--- config.mk ---
export PLATFORM = sky130hd
export DESIGN_NAME = matrix_multiply_flat
export DESIGN_NICKNAME = d
export VERILOG_FILES = /design/src/rtl/matmul_pkg.sv /design/src/rtl/matrix_multiply_if.sv /design/src/rtl/matmul_mac.sv /design/src/rtl/matrix_multiply.sv /design/src/flat_wrapper.sv
export SDC_FILE = /design/constraint.sdc
export NUM_CORES = 1
export LEC_CHECK = 0
export CAP_MARGIN = 20
export CORE_MARGIN = 2
export CORE_UTILIZATION = 50
export CTS_CLUSTER_SIZE = 14
export DETAILED_ROUTE_END_ITERATION = 10
export DONT_BUFFER_PORTS = 1
export MAX_ROUTING_LAYER = met4
export PLACE_DENSITY = 0.68
export SYNTH_ARGS = -nofsm -noshare
export SYNTH_HDL_FRONTEND = slang
export SYNTH_SLANG_ARGS = --single-unit
--- constraint.sdc ---
create_clock -name clk -period 6.1 [get_ports clk]
set_clock_uncertainty 0.2 [all_clocks]
set_input_delay 1.22 -clock clk [delete_from_list [all_inputs] [get_ports clk]]
set_output_delay 1.22 -clock clk [all_outputs]
set_load 0.01 [all_outputs]
--- src/rtl/matmul_pkg.sv ---
// Shared types and helpers for the sequential matrix multiplier.
// Latency: n/a (declarations only).
// Backpressure: n/a.
package matmul_pkg;

    typedef enum logic [1:0] {
        IDLE = 2'd0,
        CALC = 2'd1,
        DONE = 2'd2
    } state_t;

    localparam int WIDTH_DEF = 8;
    localparam int ACC_W     = 2 * WIDTH_DEF;

    // Saturation selector for acc - prod, width independent: only the sign bits matter.
    // Bit 1 = clamp to max positive, bit 0 = clamp to max negative, 00 = keep result.
    function automatic logic [1:0] sat_sub_sel(input logic acc_neg,
                                               input logic prod_neg,
                                               input logic diff_neg);
        return {~acc_neg & prod_neg & diff_neg, acc_neg & ~prod_neg & ~diff_neg};
    endfunction

endpackage

--- src/rtl/matrix_multiply_if.sv ---
// Operand/result bus between the buffers and the multiplier (START/DONE handshake).
// Latency: n/a (wiring only).
// Backpressure: none; START is only honoured while the multiplier is not busy.
interface matrix_multiply_if #(
    parameter int N     = 3,
    parameter int Din   = 3,
    parameter int Dout  = 3,
    parameter int WIDTH = 8
);
    logic                        START;
    logic signed [WIDTH-1:0]     a [N][Din];
    logic signed [WIDTH-1:0]     b [Din][Dout];
    logic signed [2*WIDTH-1:0]   c [N][Dout];
    logic                        DONE;

    modport master (output START, output a, output b, input c, input DONE);
    modport slave  (input START, input a, input b, output c, output DONE);
endinterface

--- src/rtl/matmul_mac.sv ---
// Combinational signed multiply-subtract: acc_out = acc_in - a*b (MATMUL_SAT_EN selects saturation).
// Latency: 0 cycles (purely combinational).
// Backpressure: none.
module matmul_mac
    import matmul_pkg::*;
#(
    parameter int WIDTH = 8
) (
    input  logic signed [WIDTH-1:0]   a,
    input  logic signed [WIDTH-1:0]   b,
    input  logic signed [2*WIDTH-1:0] acc_in,
    output logic signed [2*WIDTH-1:0] acc_out
);
    localparam int AW = 2 * WIDTH;

    logic signed [AW-1:0] prod;
    logic signed [AW-1:0] diff;

    // Full-width signed product never overflows 2*WIDTH bits.
    assign prod = AW'(a) * AW'(b);
    assign diff = acc_in - prod;

`ifdef MATMUL_SAT_EN
    logic [1:0] sel;
    assign sel = sat_sub_sel(acc_in[AW-1], prod[AW-1], diff[AW-1]);

    // Clamp to the representable range when the subtract overflows.
    always_comb begin
        acc_out = diff;
        case (sel)
            2'b10:   acc_out = {1'b0, {(AW-1){1'b1}}};
            2'b01:   acc_out = {1'b1, {(AW-1){1'b0}}};
            default: acc_out = diff;
        endcase
    end
`else
    // Plain two's complement wrap-around.
    assign acc_out = diff;
`endif

endmodule

--- src/rtl/matrix_multiply.sv ---
// Sequential C = -(A x B), one MAC per clock; optional saturation via MATMUL_SAT_EN.
// Latency: DONE rises after N*Dout*Din cycles from the accepting START edge.
// Backpressure: START ignored while in CALC; DONE and c hold until the next accepted START.
module matrix_multiply
    import matmul_pkg::*;
#(
    parameter int N     = 3,
    parameter int Din   = 3,
    parameter int Dout  = 3,
    parameter int WIDTH = 8
) (
    input  logic             clk,
    input  logic             reset,
    matrix_multiply_if.slave bus
);
    localparam int AW = 2 * WIDTH;
    localparam int IW = (N    > 1) ? $clog2(N)    : 1;
    localparam int JW = (Dout > 1) ? $clog2(Dout) : 1;
    localparam int KW = (Din  > 1) ? $clog2(Din)  : 1;

    state_t state_q, state_d;

    logic [IW-1:0] i_q;
    logic [JW-1:0] j_q;
    logic [KW-1:0] k_q;

    logic signed [WIDTH-1:0] a_q [N][Din];
    logic signed [WIDTH-1:0] b_q [Din][Dout];
    logic signed [AW-1:0]    c_q [N][Dout];
    logic signed [AW-1:0]    acc_q;
    logic signed [AW-1:0]    acc_next;

    logic last_i, last_j, last_k, accept;

    assign last_i = (i_q == IW'(N - 1));
    assign last_j = (j_q == JW'(Dout - 1));
    assign last_k = (k_q == KW'(Din - 1));
    assign accept = bus.START && (state_q != CALC);

    matmul_mac #(.WIDTH(WIDTH)) u_mac (
        .a       (a_q[i_q][k_q]),
        .b       (b_q[k_q][j_q]),
        .acc_in  (acc_q),
        .acc_out (acc_next)
    );

    // State register.
    always_ff @(posedge clk or negedge reset) begin
        if (!reset) state_q <= IDLE;
        else        state_q <= state_d;
    end

    // Next-state: START accepted from IDLE or DONE, CALC ends after the final MAC.
    always_comb begin
        state_d = state_q;
        case (state_q)
            IDLE:    if (bus.START) state_d = CALC;
            CALC:    if (last_i && last_j && last_k) state_d = DONE;
            DONE:    if (bus.START) state_d = CALC;
            default: state_d = IDLE;
        endcase
    end

    // Operand capture, index walk (i outer, j middle, k fastest) and result write-back.
    always_ff @(posedge clk or negedge reset) begin
        if (!reset) begin
            i_q   <= '0;
            j_q   <= '0;
            k_q   <= '0;
            acc_q <= '0;
            for (int r = 0; r < N; r++)
                for (int q = 0; q < Din; q++) a_q[r][q] <= '0;
            for (int r = 0; r < Din; r++)
                for (int q = 0; q < Dout; q++) b_q[r][q] <= '0;
            for (int r = 0; r < N; r++)
                for (int q = 0; q < Dout; q++) c_q[r][q] <= '0;
        end else if (accept) begin
            a_q   <= bus.a;
            b_q   <= bus.b;
            i_q   <= '0;
            j_q   <= '0;
            k_q   <= '0;
            acc_q <= '0;
        end else if (state_q == CALC) begin
            if (last_k) begin
                c_q[i_q][j_q] <= acc_next;
                acc_q         <= '0;
                k_q           <= '0;
                if (last_j) begin
                    j_q <= '0;
                    i_q <= last_i ? '0 : i_q + 1'b1;
                end else begin
                    j_q <= j_q + 1'b1;
                end
            end else begin
                acc_q <= acc_next;
                k_q   <= k_q + 1'b1;
            end
        end
    end

    assign bus.c    = c_q;
    assign bus.DONE = (state_q == DONE);

endmodule

--- src/flat_wrapper.sv ---
// flat-port wrapper written by rule: the top's interface ports become plain ports
module matrix_multiply_flat import matmul_pkg::*;
#(
    parameter int N     = 3,
    parameter int Din   = 3,
    parameter int Dout  = 3,
    parameter int WIDTH = 8
)
  (clk, reset, bus_START, bus_a, bus_b, bus_c, bus_DONE);
  matrix_multiply_if #(.N(N), .Din(Din), .Dout(Dout), .WIDTH(WIDTH)) bus_i ();
  input  logic clk;
  input  logic reset;
  input wire logic [$bits(bus_i.START)-1:0] bus_START;
  input wire logic [$bits(bus_i.a)-1:0] bus_a;
  input wire logic [$bits(bus_i.b)-1:0] bus_b;
  output wire logic [$bits(bus_i.c)-1:0] bus_c;
  output wire logic [$bits(bus_i.DONE)-1:0] bus_DONE;
  assign bus_i.START = bus_START;
  assign bus_i.a = {>>{bus_a}};
  assign bus_i.b = {>>{bus_b}};
  assign bus_c = {>>{bus_i.c}};
  assign bus_DONE = bus_i.DONE;
  matrix_multiply #(.N(N), .Din(Din), .Dout(Dout), .WIDTH(WIDTH)) u_core (.clk(clk), .reset(reset), .bus(bus_i));
endmodule
==> Word level (Yosys, flattened, before mapping) <==
Cells that the tools add are included.
{ "classes": {"n_eq_ne": 8, "bitwise": 4, "muxes": 35, "addsub": 4, "order_cmp": 5, "multipliers": 1, "n_reduce_logical": 14} }
{ "ops": {"columns": ["op", "count"], "rows": [
  ["$bwmux 144", 1],
  ["$bmux 24 s2", 2],
  ["$demux 48 s2", 1],
  ["$mux 24", 4],
  ["$mux 16", 4],
  ["$mux 48", 1],
  ["$bmux 8 s2", 2],
  ["$demux 16 s2", 1],
  ["$mux 8", 4],
  ["$mux 2", 14],
  ["$mul 8x8->16", 1],
  ["$sub 16x16->16", 1],
  ["$ge 3x3->1 const B", 3],
  ["$not 2->3", 3],
  ["$eq 2x2->1 const B", 4],
  ["$add 2x1->2 const B", 3],
  ["$lt 3x1->1 const B", 2],
  ["$ne 2x1->1 const B", 3],
  ["$reduce_and 3->1", 2],
  ["$reduce_bool 2->1", 3],
  ["$logic_and 1x1->1", 5],
  ["$pmux 2 s2", 1],
  ["$reduce_and 2->1", 2],
  ["$eq 2x1->1 const B", 1],
  ["3 further kinds", 3]
]} }
{ "totals": {"elab_cells": 103, "in_bits": 147, "reg_bits": 312, "output_inout_bits": 145} }

==> Logic depth before layout (Yosys ltp) <==
{ "logic_depth": {"word_depth": 12, "mapped_depth": 29, "mapped_depth_nobuf": 24} }

==> Hierarchy <==
A second synthesis with hierarchy kept.
{ "hier_totals": {"cells_unflattened": 1219, "area_unflattened_um2": 16128.0} }
{ "by_module_without_submodules": {"columns": ["mod", "cells_per_inst", "n_inst", "area_each_um2"], "rows": [
  ["matrix_multiply", 861, 1, 13067.5],
  ["matmul_mac", 358, 1, 3060.4]
]} }

==> Worst setup path after synthesis <==
Ideal clock, no wire load.
{ "synth_timing": {"path_type": "register to register", "start": "register u_core.k_q[1]", "end": "register u_core.c_q, in the netlist u_core.bus.c[15]", "setup_slack_ns": -0.603, "synth_period_minus_slack_ns": 6.703, "arrival_ns": 6.378, "stages_incl_launch_ff": 26, "path_cell_list": "dfrtp_1 buf_6 buf_2 buf_2 clkbuf_1 clkbuf_1 o21ai_0 o22ai_1 inv_1 nor2_1 fa_1 inv_1 fa_1 fa_1 fa_1 inv_1 fa_1 inv_1 ha_1 a21o_1 a21o_1 a21oi_1 o211ai_2 a311oi_2 xnor2_2 mux2_2"} }
{ "synth_between": {"elab_chain_len": 10} }
{ "synth_lines": {"columns": ["item", "line", "rtl"], "rows": [
  ["start: declaration", "matrix_multiply.sv:25", "logic [KW-1:0] k_q;"],
  ["start signal: assignment", "matrix_multiply.sv:97", "k_q <= k_q + 1'b1;"],
  ["$not 2->3 (implied by the code)", "matrix_multiply.sv:41, matrix_multiply.sv:42", null],
  ["$bmux 24 s2", "matrix_multiply.sv:42", ".b (b_q[k_q][j_q]),"],
  ["$mux 24 (implied by the code) (2 in series)", "matrix_multiply.sv:42", null],
  ["$bmux 8 s2", "matrix_multiply.sv:42", null],
  ["$mux 8 (implied by the code) (2 in series)", "matrix_multiply.sv:42", null],
  ["$mul 8x8->16", "matmul_mac.sv:20", "assign prod = AW'(a) * AW'(b);"],
  ["$sub 16x16->16", "matmul_mac.sv:21", "assign diff = acc_in - prod;"],
  ["$bwmux 144", "matrix_multiply.sv:86", "c_q[i_q][j_q] <= acc_next;"],
  ["end signal: indexed assignment", "matrix_multiply.sv:86", null],
  ["end: declaration", "matrix_multiply.sv:29", "logic signed [AW-1:0] c_q [N][Dout];"]
]} }
Parallel ways exist; a longest one is shown, timed or not. The select of a mux whose other input is x is not followed.
A chain may end at the register's enable or synchronous reset.

==> Worst setup path in the final report <==
{ "layout_timing": {"start": "register u_core.k_q[1]", "end": "register u_core.c_q, in the netlist u_core.bus.c[143]"} }
Same word-level chain as after synthesis.

==> results.json <==
{
  "status": "complete, but fails checks",
  "failed_checks": "negative setup slack",
  "core_sq_um": 32300,
  "hold_path_class": "in2async",
  "start_util_pct": 50.4,
  "clock_tree.root_cell": "clkbuf_16",
  "rsz0062_at_grt": "true",
  "syn2layout_area_growth_pct": 23.0,
  "most-common-layout-cells": "dfrtp_1 (310), nand2_1 (202), mux2_2 (171)",
  "cp-end-kind": "register",
  "grt.busiest_layer": "met2",
  "numCtsBuffers": 34,
  "tns_ns": -8.52,
  "syn-instance-count": 1507,
  "path_class": "reg2reg",
  "layout.area.seq_sq_um": 7810,
  "slowest_delay_ns": 0.54,
  "vias": 11800,
  "io_pins": 292,
  "die_area_sq_um": 34000,
  "slew_violations": 0,
  "worst-path-max-fanout": 6,
  "grt_pass1_vias": 11800,
  "relSlewSlack_pct": 19.1,
  "nNetsFinal": 1884,
  "fin_ws_ns": -0.260,
  "holdBufCountCts": 0,
  "post-dp-hpwl_um": 30100,
  "synth.avg_cell_area_sq_um": 10.8,
  "use_met1_pct": 31.9,
  "met3_usage_pct": 7.67,
  "portBuffers": 0,
  "die_h_um": 184,
  "ys_types": 60,
  "dp_slack_ns": -0.487,
  "wl_um": 43700,
  "drt_pass1_iterations": 5,
  "period_needed_ns": 6.36,
  "grt_pass1_wl_um": 65800,
  "yosysWarnings": 0,
  "grt_max_degree": 313,
  "drcViolationCount": 0,
  "critPathArrivalTime_ns": 6.56,
  "ys_seq_area_share_pct": 48.0,
  "cp_common_cell": "fa_1",
  "finalSetupViolations": 66,
  "fill_cells": 2546,
  "clock_path_buffers": 3,
  "worst_pin_slew_ns": 1.21,
  "drive_gt1_share_pct": 32.3,
  "layout_commonest_cell": "dfrtp_1",
  "ys_ff_latch": 312,
  "drt.antenna.violating_nets": 0,
  "hold_violations": 0,
  "clock_latency_ns": 0.52,
  "startpoint_type": "register",
  "maxCapViolCount": 0,
  "synth_fp_nets": 1752,
  "clkTransAtPathRegs_ns": 0.06,
  "crit_slowest_cell": "mux4_2",
  "via_per_inst": 5.55,
  "ys.flop_type": "dfrtp_1",
  "cp.required_ns": 6.30,
  "synth_area_sq_um": 16300,
  "crit_path_cell_trace": "buf_6 > nand2b_1 > mux4_2 > o22a_1 > nor2_2 > fa_1 > fa_1 > ha_1 > inv_2 > fa_1 > inv_1 > fa_1 > inv_2 > ha_4 > nand4_1 > nor2_2 > nand4_1 > o211ai_4 > a311oi_4 > buf_6 > xnor2_4 > mux2_4",
  "multi_input_area_sq_um": 8490,
  "antenna_found_initial": 9,
  "synth-async-reset-ratio_pct": 100,
  "finalWeightedCongestion": 0.916,
  "fmax_mhz": 157,
  "finalCritPeriodShare_pct": 104,
  "grt_usage_pct": 25.7,
  "die_w_um": 184,
  "overflow": 0,
  "grt_use_met2_pct": 41.3,
  "rows": 66,
  "synth-edff-count": 0,
  "routedWlPerCell_um": 20.6,
  "clock_sinks": 312,
  "drtIter0Drc": 818,
  "cts_htree_levels": 2,
  "cts_tree": "done"
}
[Yosys cell counts (6+ instances only)]
library cell	count	area share [%]
o311ai_0	9	0.48
xor2_1	8	0.43
mux2i_1	37	2.3
a21oi_1	49	1.5
clkbuf_1	65	1.5
nor3_1	9	0.28
xnor2_1	10	0.54
ha_1	36	2.8
inv_1	119	2.7
mux2_2	185	13
nand2_1	205	4.7
a221oi_1	11	0.59
nand3_1	16	0.49
nor2_1	71	1.6
or4_1	10	0.46
dfrtp_1	312	48
o21ai_0	124	3.8
buf_1	10	0.23
o31ai_1	21	0.97
o211ai_1	6	0.28
nor2b_1	13	0.50
buf_2	7	0.22
o22ai_1	10	0.38
nand2b_1	21	0.81
fa_1	62	7.6
or3_1	14	0.54
[critical path, delay by kind of cell (launching register included)]
kind                       cells  cell delay [ns]
adders and majority gates      6             2.48
xor gates and xnor gates       1             0.17
muxes                          2             0.83
AOI/OAI and AO/OA              3             0.73
buffers and inverters          5             0.47
DFF                            1             0.50
and+or+nand+nor                5             0.84
[what timing repair did]
item,CTS,global route
setup buffers,24,18
pin swaps,23,39
gates resized for setup,90,88
endpoints found under the setup margin,72,90
gates cloned,3,6
[worst paths after layout]
path / end / depth (start not counted) / slack, ns / startpoint
worst max-delay path: u_core.bus.c[143]$_DFFE_PN0P_ / 22 / -0.26 / u_core.k_q[1]$_DFFE_PN0P_
worst min-delay path: u_core.bus.c[100]$_DFFE_PN0P_ / 0 / 0.24 / reset
worst max register to register: u_core.bus.c[143]$_DFFE_PN0P_ / 22 / -0.26 / u_core.k_q[1]$_DFFE_PN0P_
worst min register to register: u_core.acc_q[7]$_DFFE_PN0P_ / 2 / 0.30 / u_core.acc_q[7]$_DFFE_PN0P_
max in group asynchronous: u_core.k_q[1]$_DFFE_PN0P_ / 0 / 4.44 / reset
min in group clk: u_core.acc_q[7]$_DFFE_PN0P_ / 2 / 0.30 / u_core.acc_q[7]$_DFFE_PN0P_
[kinds of logic after synthesis]
logic type | count (synthesis) | synth area share, %
AOI/OAI and AO/OA | 270 | 10.1
xor gates and xnor gates | 19 | 1.07
adders and majority gates | 98 | 10.4
buffers and inverters | 204 | 4.81
DFF | 312 | 48.0
muxes | 223 | 15.2
and+or+nand+nor | 381 | 10.4
[area by class of cell]
cell class | instances | share of cell area [%]
Clock buffer | 46 | 4.68
Inverter | 121 | 2.28
Sequential cell | 312 | 39.0
Timing Repair Buffer | 177 | 7.90
Clock inverter | 16 | 0.831
Multi-Input combinational cell | 993 | 42.4
Antenna cell | 11 | 0.138
Tap cell | 442 | 2.76
[registers in the layout (all words and copies together) (netlist names)]
name,cells
u_core.bus.c,144
u_core.a_q,72
u_core.b_q,72
u_core.acc_q,16
u_core.i_q,2
u_core.j_q,2
u_core.k_q,2
u_core.state_q,2
[metal layers]
metal  routed length (um)  share of wire [%]
met4                  974                2.2
met5                    0                  0
met2                21100                 48
met1                17800                 41
met3                 3890                8.9
[through the flow]
step	utilization (%)	instances	hold slack [ns]	instance area [sq um]
after floorplan	-	1507	0.249	16500
after global placement	54.7	1992	0.263	17700
after detailed placement	54.7	1992	0.275	17700
after CTS	60.1	2080	0.209	19400
after global routing	62.0	2116	0.214	20000
final	62.0	2118	0.237	20000
Power is not shown: default switching activity piles up to over one toggle a cycle in this logic, so the estimate is an artifact.
